**src/rtl/sync_fifo_thresh.sv**
```systemverilog
// Synchronous FIFO with a show-ahead read port, an explicit occupancy counter,
// almost-full/almost-empty thresholds and a high-water-mark (peak) register.
// Pointers wrap explicitly, so FIFO_DEPTH does not have to be a power of two.
module sync_fifo_thresh #(
    parameter int unsigned DATA_WIDTH    = 8,
    parameter int unsigned FIFO_DEPTH    = 16,
    parameter int unsigned AFULL_THRESH  = FIFO_DEPTH - 2,
    parameter int unsigned AEMPTY_THRESH = 1,
    localparam int unsigned CNT_WIDTH    = $clog2(FIFO_DEPTH + 1),
    localparam int unsigned ADDR_WIDTH   = $clog2(FIFO_DEPTH)
) (
    input  logic                  clk,
    input  logic                  rst_n,
    input  logic                  flush,
    input  logic                  w_valid,
    input  logic [DATA_WIDTH-1:0] w_data,
    output logic                  w_ready,
    output logic                  r_valid,
    output logic [DATA_WIDTH-1:0] r_data,
    input  logic                  r_ready,
    output logic [CNT_WIDTH-1:0]  count,
    output logic                  almost_full,
    output logic                  almost_empty,
    output logic [CNT_WIDTH-1:0]  peak
);

    localparam logic [CNT_WIDTH-1:0]  CNT_FULL  = CNT_WIDTH'(FIFO_DEPTH);
    localparam logic [CNT_WIDTH-1:0]  CNT_AFULL = CNT_WIDTH'(AFULL_THRESH);
    localparam logic [CNT_WIDTH-1:0]  CNT_AEMPT = CNT_WIDTH'(AEMPTY_THRESH);
    localparam logic [ADDR_WIDTH-1:0] PTR_LAST  = ADDR_WIDTH'(FIFO_DEPTH - 1);

    logic [DATA_WIDTH-1:0] mem_q [FIFO_DEPTH];

    logic [ADDR_WIDTH-1:0] wr_ptr_q, wr_ptr_d;
    logic [ADDR_WIDTH-1:0] rd_ptr_q, rd_ptr_d;
    logic [CNT_WIDTH-1:0]  count_q,  count_d;
    logic [CNT_WIDTH-1:0]  peak_q,   peak_d;
    logic                  w_fire;
    logic                  r_fire;

    // Binary pointer advance with explicit wrap at the last entry.
    function automatic logic [ADDR_WIDTH-1:0] ptr_next(input logic [ADDR_WIDTH-1:0] p);
        return (p == PTR_LAST) ? '0 : p + ADDR_WIDTH'(1);
    endfunction

    // Handshake and status decode from the count register only; flush blocks both ports.
    always_comb begin
        w_ready      = (count_q != CNT_FULL) && !flush;
        r_valid      = (count_q != '0) && !flush;
        w_fire       = w_valid && w_ready;
        r_fire       = r_valid && r_ready;
        almost_full  = (count_q >= CNT_AFULL);
        almost_empty = (count_q <= CNT_AEMPT);
        count        = count_q;
        peak         = peak_q;
        r_data       = mem_q[rd_ptr_q];
    end

    // Next-state for pointers, occupancy and high-water mark.
    always_comb begin
        wr_ptr_d = wr_ptr_q;
        rd_ptr_d = rd_ptr_q;
        count_d  = count_q;
        peak_d   = peak_q;
        if (flush) begin
            wr_ptr_d = '0;
            rd_ptr_d = '0;
            count_d  = '0;
            peak_d   = '0;
        end else begin
            if (w_fire) begin
                wr_ptr_d = ptr_next(wr_ptr_q);
            end
            if (r_fire) begin
                rd_ptr_d = ptr_next(rd_ptr_q);
            end
            unique case ({w_fire, r_fire})
                2'b10:   count_d = count_q + CNT_WIDTH'(1);
                2'b01:   count_d = count_q - CNT_WIDTH'(1);
                default: count_d = count_q;
            endcase
            if (count_d > peak_q) begin
                peak_d = count_d;
            end
        end
    end

    // Control state registers; contents of storage are deliberately not reset.
    always_ff @(posedge clk or negedge rst_n) begin
        if (!rst_n) begin
            wr_ptr_q <= '0;
            rd_ptr_q <= '0;
            count_q  <= '0;
            peak_q   <= '0;
        end else begin
            wr_ptr_q <= wr_ptr_d;
            rd_ptr_q <= rd_ptr_d;
            count_q  <= count_d;
            peak_q   <= peak_d;
        end
    end

    // Storage write port.
    always_ff @(posedge clk) begin
        if (w_fire) begin
            mem_q[wr_ptr_q] <= w_data;
        end
    end

endmodule

```
**config.mk**
```make
export PLATFORM = sky130hd
export DESIGN_NAME = sync_fifo_thresh
export DESIGN_NICKNAME = d
export VERILOG_FILES = /design/src/rtl/sync_fifo_thresh.sv
export SDC_FILE = /design/constraint.sdc
export NUM_CORES = 1
export LEC_CHECK = 0
export ABC_AREA = 1
export CAP_MARGIN = 5
export CORE_MARGIN = 2
export CORE_UTILIZATION = 56
export CTS_BUF_LIST = sky130_fd_sc_hd__clkbuf_8
export DETAILED_ROUTE_END_ITERATION = 10
export PLACE_DENSITY_LB_ADDON = 0.25
export SLEW_MARGIN = 20
export SYNTH_ARGS = -nofsm -noshare
export SYNTH_HDL_FRONTEND = slang
export SYNTH_SLANG_ARGS = --single-unit
```
**constraint.sdc**
```tcl
create_clock -name clk -period 3.8 [get_ports clk]
set_input_delay 0.76 -clock clk [delete_from_list [all_inputs] [get_ports clk]]
set_output_delay 0.76 -clock clk [all_outputs]
set_load 0.05 [all_outputs]
```
==> flow_summary.yaml <==
clocking:
  cts-root-buf: "clkbuf_8"
  clk_pin_slew_ns: 0.08
  cts_buffer_depth: 2
  cts_sinks: 146
  htree_levels: 4
  cts_tree: "built"
  cts.repair_timing.setup_buffer_count: 0
  clock_latency_ns: 0.43
  hold_buffers: 0
  cts_buffers: 17
  cts_repair_resize_count: 0
timing:
  fin_crit_sh_pct: 88.1
  timing.hold.ws_ns: 0.559
  worstMarginPinSlew_ns: 0.859
  setup_tns_ns: 0
  slew_viol_final: 0
  rsz0062_at_grt: "false"
  timing.final.hold_violations: 0
  fin_worst_skew_ns: 0.0110
  max_slew_margin_pct: 42.5
  period_minus_slack_ns: 3.35
  clock.fmax_ghz: 0.299
  finalSetupViolations: 0
critical_path:
  crit_fanout: 35
  start_kind: "flip-flop"
  cp.required_ns: 3.04
  worst_setup_path_end_kind: "primary output"
  path_class: "flip-flop to primary output"
  worstPathArrival_ns: 2.59
placed_design:
  port_buffers: 34
  gp_congestion: 0.856
  dp_cells: 735
  dpl.hpwl_um: 9020
final_layout:
  drive_gt1_share_pct: 11.0
  syn2layout_area_growth_pct: 14.8
  finalCoreUtilization_pct: 66.6
  final_nets: 644
  diodes: 0
  layout.cells.non_filler: 766
yosys:
  synthTopCellsByArea: "edfxtp_1 60%, dfrtp_1 7.1%, nor2_1 6.2%"
  synth_area_leader_cell: "edfxtp_1"
  ys.flop_type: "edfxtp_1"
  synth-edff-count: 128
  synth.net_count: 590
  async_reset_ff_share_pct: 12.3
  yosysSeqAreaShare_pct: 67.3
  synth_top_area_share_pct: 60.3
  syn_area_mm2: 0.00638
  yosys_register_bits: 146
  yosysMostFrequentCell: "edfxtp_1"
  synthTopCellsByCount: "128 x edfxtp_1, 106 x nor2_1, 72 x nand2_1"
  ys_types: 27
  yosys_warnings: 0
  syn_avg_cell_area_um2: 11.4
  netlist_instances: 560
grt:
  grt-ovfl-total: 0
  grtUsageTotal_pct: 24.0
  grt_pass1_vias: 4468
  grt_pass1_wl_um: 22700
  antenna_found_initial: 0
  grt_max_degree: 36
floorplanning:
  die_h_um: 111
  std_cell_rows: 38
  dieArea_mm2: 0.0123
  die_x_um: 111
  start_util_pct: 58.1
  core_area_mm2: 0.0110
  ios: 35
power:
  power_density_mw_per_mm2: 580
  power_leakage_nw: 2.72
  vdd_drop_max_mv: 0.514
routing:
  avgViaCountPerCell: 5.69
  antenna_left: 0
  drt_iter0_markers: 407
  num_vias: 4361
  wirelength_um: 14000
  drc: 0
  wl_per_cell_um: 18.2
  dr.pass1.iters: 5
status:
  outcome: "complete, no violations"
run:
  maxCapViolations: 0
min_path:
  min_path_type: "flip-flop to flip-flop"
-- final timing paths --
kind	startpoint	slack, ns	end	cells past startpoint
setup / recovery	rd_ptr_q[0]	0.45	r_data[3]	8
hold / removal	peak[3]	0.56	peak[3]	2
setup reg to reg	count[0]	0.47	peak[4]	20
hold reg to reg	peak[3]	0.56	peak[3]	2
max in group asynchronous	rst_n	2.43	rd_ptr_q[0]	1
min in group asynchronous	rst_n	0.79	count[0]	1
-- flip-flops by register name, indices dropped and copies added, names as in the netlist --
register	flops
mem_q	128
peak	5
count	5
rd_ptr_q	4
wr_ptr_q	4
-- critical path: stages (launching register included) --
cell and delay [ns]:
dfrtp_2 0.80, buf_4 0.37, nor2_1 0.08, nor2_1 0.13, o21ai_1 0.09, o211ai_1 0.14, nand3_1 0.17, nand3_1 0.15
buf_4 0.22
-- cell families after synthesis --
group | count (synthesis) | share of synthesized area, %
simple gates | 225 | 14.8
compound gates | 114 | 10.1
buf+inv | 56 | 4.12
flops | 146 | 67.3
fa+ha+maj | 17 | 3.34
xor+xnor | 2 | 0.275
-- per-layer routing --
| metal | global-route usage (%) | vias to the layer above | part of all wire [%] |
|---|---|---|---|
| met4 | 8.33 | 0 | 1.2 |
| met5 | 0 | - | 0 |
| li1 | - | 2089 | - |
| met3 | 4.32 | 16 | 5.2 |
| met2 | 39.8 | 130 | 50 |
| met1 | 32.2 | 2126 | 43 |
-- cells in the final DEF, fill, tap and decap left out, drive strengths merged --
| master | count |
|---|---|
| inv | 31 |
| o211ai | 19 |
| clkdlybuf4s50 | 26 |
| buf | 31 |
| nand2 | 75 |
| clkinvlp | 1 |
| clkbuf | 17 |
| nand4 | 4 |
| edfxtp | 128 |
| ha | 17 |
| nand3 | 38 |
| dfrtp | 18 |
| nor2 | 108 |
| a21oi | 2 |
| o211a | 1 |
| o22ai | 18 |
| bufinv | 4 |
| clkinv | 12 |
| o21ai | 74 |
| xor2 | 2 |
-- cell type report --
cell class                      count  area, um^2
Clock buffer                       17         234
Clock inverter                     14         170
Tap cell                          140         175
Timing Repair Buffer               57         493
Fill cell                         815        3670
Multi-Input combinational cell    358        1820
Sequential cell                   146        4300
Inverter                           34         130
-- stage by stage --
step           setup WS [ns]  cell area, um^2  power [mW]
3_5_place_dp          0.0478             6910        3.04
3_3_place_gp           0.269             6910        3.01
2_1_floorplan          0.552             6380        2.70
4_1_cts                0.464             7320        4.26
5_1_grt                0.182             7320        4.45
6_report               0.451             7320        4.24
-- power breakdown --
part / leakage, nW / internal (mW) / total [mW] / switching [mW]
clock: 0.203 / 0.697 / 1.23 / 0.537
combinational: 1.12 / 0.350 / 1.13 / 0.781
sequential: 1.40 / 1.80 / 1.88 / 0.0833
total: 2.72 / 2.84 / 4.24 / 1.40
(Power assumes the default switching activity.)
==> RTL change: new RTL, same flow settings <==
Set the parameter `FIFO_DEPTH` to 32 (it was 16).
--- a/src/rtl/sync_fifo_thresh.sv
+++ b/src/rtl/sync_fifo_thresh.sv
@@ -5,3 +5,3 @@
     parameter int unsigned DATA_WIDTH    = 8,
-    parameter int unsigned FIFO_DEPTH    = 16,
+    parameter int unsigned FIFO_DEPTH    = 32,
     parameter int unsigned AFULL_THRESH  = FIFO_DEPTH - 2,
Interface: changed (resized count and peak); port bits go from 35 to 37. No check against the original RTL was run, so the function may have changed too.
==> RTL change against the original RTL <==
Count of clock-buffer cells in the layout increased by 28. Setup slack got worse by 220 ps. Critical path depth increased by 2. Area after synthesis is 86% higher. Power grew 81%. Sequential cell count up 132. Clock skew grew 13 ps. Cell area grew 84%. Routed wire length grew 97%. Largest cell class unchanged. Largest power group unchanged. Highest routed layer unchanged.
==> RTL change: results (changes against the original RTL) <==
Clock tree
The buffer levels on the longest clock path is 3 (+1). The number of H-tree branching levels was 2 (-2). The clock latency reported for the late side of the worst-skew pair is 550 ps (+120 ps). The total clock buffers created by CTS is 44 (+27). The post-CTS clock slew at the launch and capture registers of the worst setup and hold paths is 60 ps (-20 ps).

Global routing
The global-route wire length before repair is 43.1 mm (+90%). The number of global-route vias before repair came to 7948 (+78%). The met3 layer usage reported by global route is 4.88% (+0.56 points).

Cells and area
The sequential cell count of the final layout was 278 (+90%). The multi-input logic area was 3120 um2 (+72%). The number of signal-net inverters in the final layout is 61 (+79%). The number of multi-input combinational cells in the layout came to 668 (+87%). The number of non-clock buffers in the layout is 90 (+58%). The final net count is 1176 (+83%). The sequential cell area in the final layout is 8240 um2 (+92%). The non-clock buffer contribution to total cell area is 5.64% (-1.1 points). The share of post-route cells with drive strength above 1 is 10.5% (-0.55 points). Compared with the post-synthesis result, the final layout area differs by 13.5%.

Place
The number of instances in the placed design is 1372 (+87%). The detailed placer's ending HPWL was 16.8 mm (+86%). The final estimated routing congestion in global placement came to 0.910 (+6.3%). The quantity of I/O buffers inserted on ports is 36 (+5.9%). The pre-CTS setup slack was 39.5 ps (-8.30 ps).

Yosys
The fraction of the mapped netlist area in adder cells is 2.11% (-1.2 points). The total nets after synthesis is 1090 (+85%). The xor-xnor portion of the synthesized cell area is 0.0737% (-0.20 points). Yosys attributes the largest share of cell area to sky130_fd_sc_hd__edfxtp_1 65%, sky130_fd_sc_hd__nand2_1 7.5%, sky130_fd_sc_hd__dfrtp_1 4.6%. The sequential cell area fraction in the yosys report is 69.3% (+2.0 points). The compound-gate portion of the synthesized area is 9.64% (-0.49 points). The proportion of register bits with asynchronous set or reset after synthesis came to 7.91% (-4.4 points). The commonest cells after synthesis are 256 x sky130_fd_sc_hd__edfxtp_1, 238 x sky130_fd_sc_hd__nand2_1, 135 x sky130_fd_sc_hd__nor2_1.

Power and ir drop
The share of total power consumed by net switching came to 33.1% (+0.12 points). The combinational share of power was 24.8% (-1.8 points). The switching power is 2550 uW (+82%).

Run status
The flow ran to the end, and the final reports show no timing, DRC or antenna violations.

Setup path
The startpoint identified for the worst register-to-register timing path is count[1]. The data arrival time of the critical path is 2810 ps (+220 ps).

Routing
The met3 wire length came to 2.34 mm (+220%). The detailed-routed wire length on met2 came to 13.1 mm (+87%). The post-detailed-route wirelength per cell is 19.0 um (+4.1%). The routed length on met1 is 11.5 mm (+89%). The number of violations reported at the end of detailed-routing iteration 0 is 750 (+84%).

STA
The final hold slack came to 184 ps (-375 ps). The transition time at the pin with the least slew margin came to 855 ps (-4.03 ps).

Hold path
The type of the worst min-delay path is input pin to asynchronous set/reset pin.
-- RTL change: critical path, cell delays in order (launching register included) --
cell and delay, ps:
sky130_fd_sc_hd__dfrtp_1 520, sky130_fd_sc_hd__buf_4 310, sky130_fd_sc_hd__inv_1 110, sky130_fd_sc_hd__buf_4 250
sky130_fd_sc_hd__o21ai_0 130, sky130_fd_sc_hd__o22ai_1 240, sky130_fd_sc_hd__nand2_1 110, sky130_fd_sc_hd__nand2_1 90
sky130_fd_sc_hd__nand3_1 140, sky130_fd_sc_hd__nand2_1 140, sky130_fd_sc_hd__buf_4 210
-- RTL change: how the worst max path moves through the flow --
stage,startpoint,end,slack [ps],cells past startpoint
6_report,rd_ptr_q[1],r_data[5],230,10
3_5_place_dp,flush,peak[4],40,19
2_1_floorplan,count[0],peak[4],560,20
5_1_grt,count[0],peak[2],90,20
3_3_place_gp,flush,peak[2],120,19
4_1_cts,rd_ptr_q[0],r_data[0],140,9
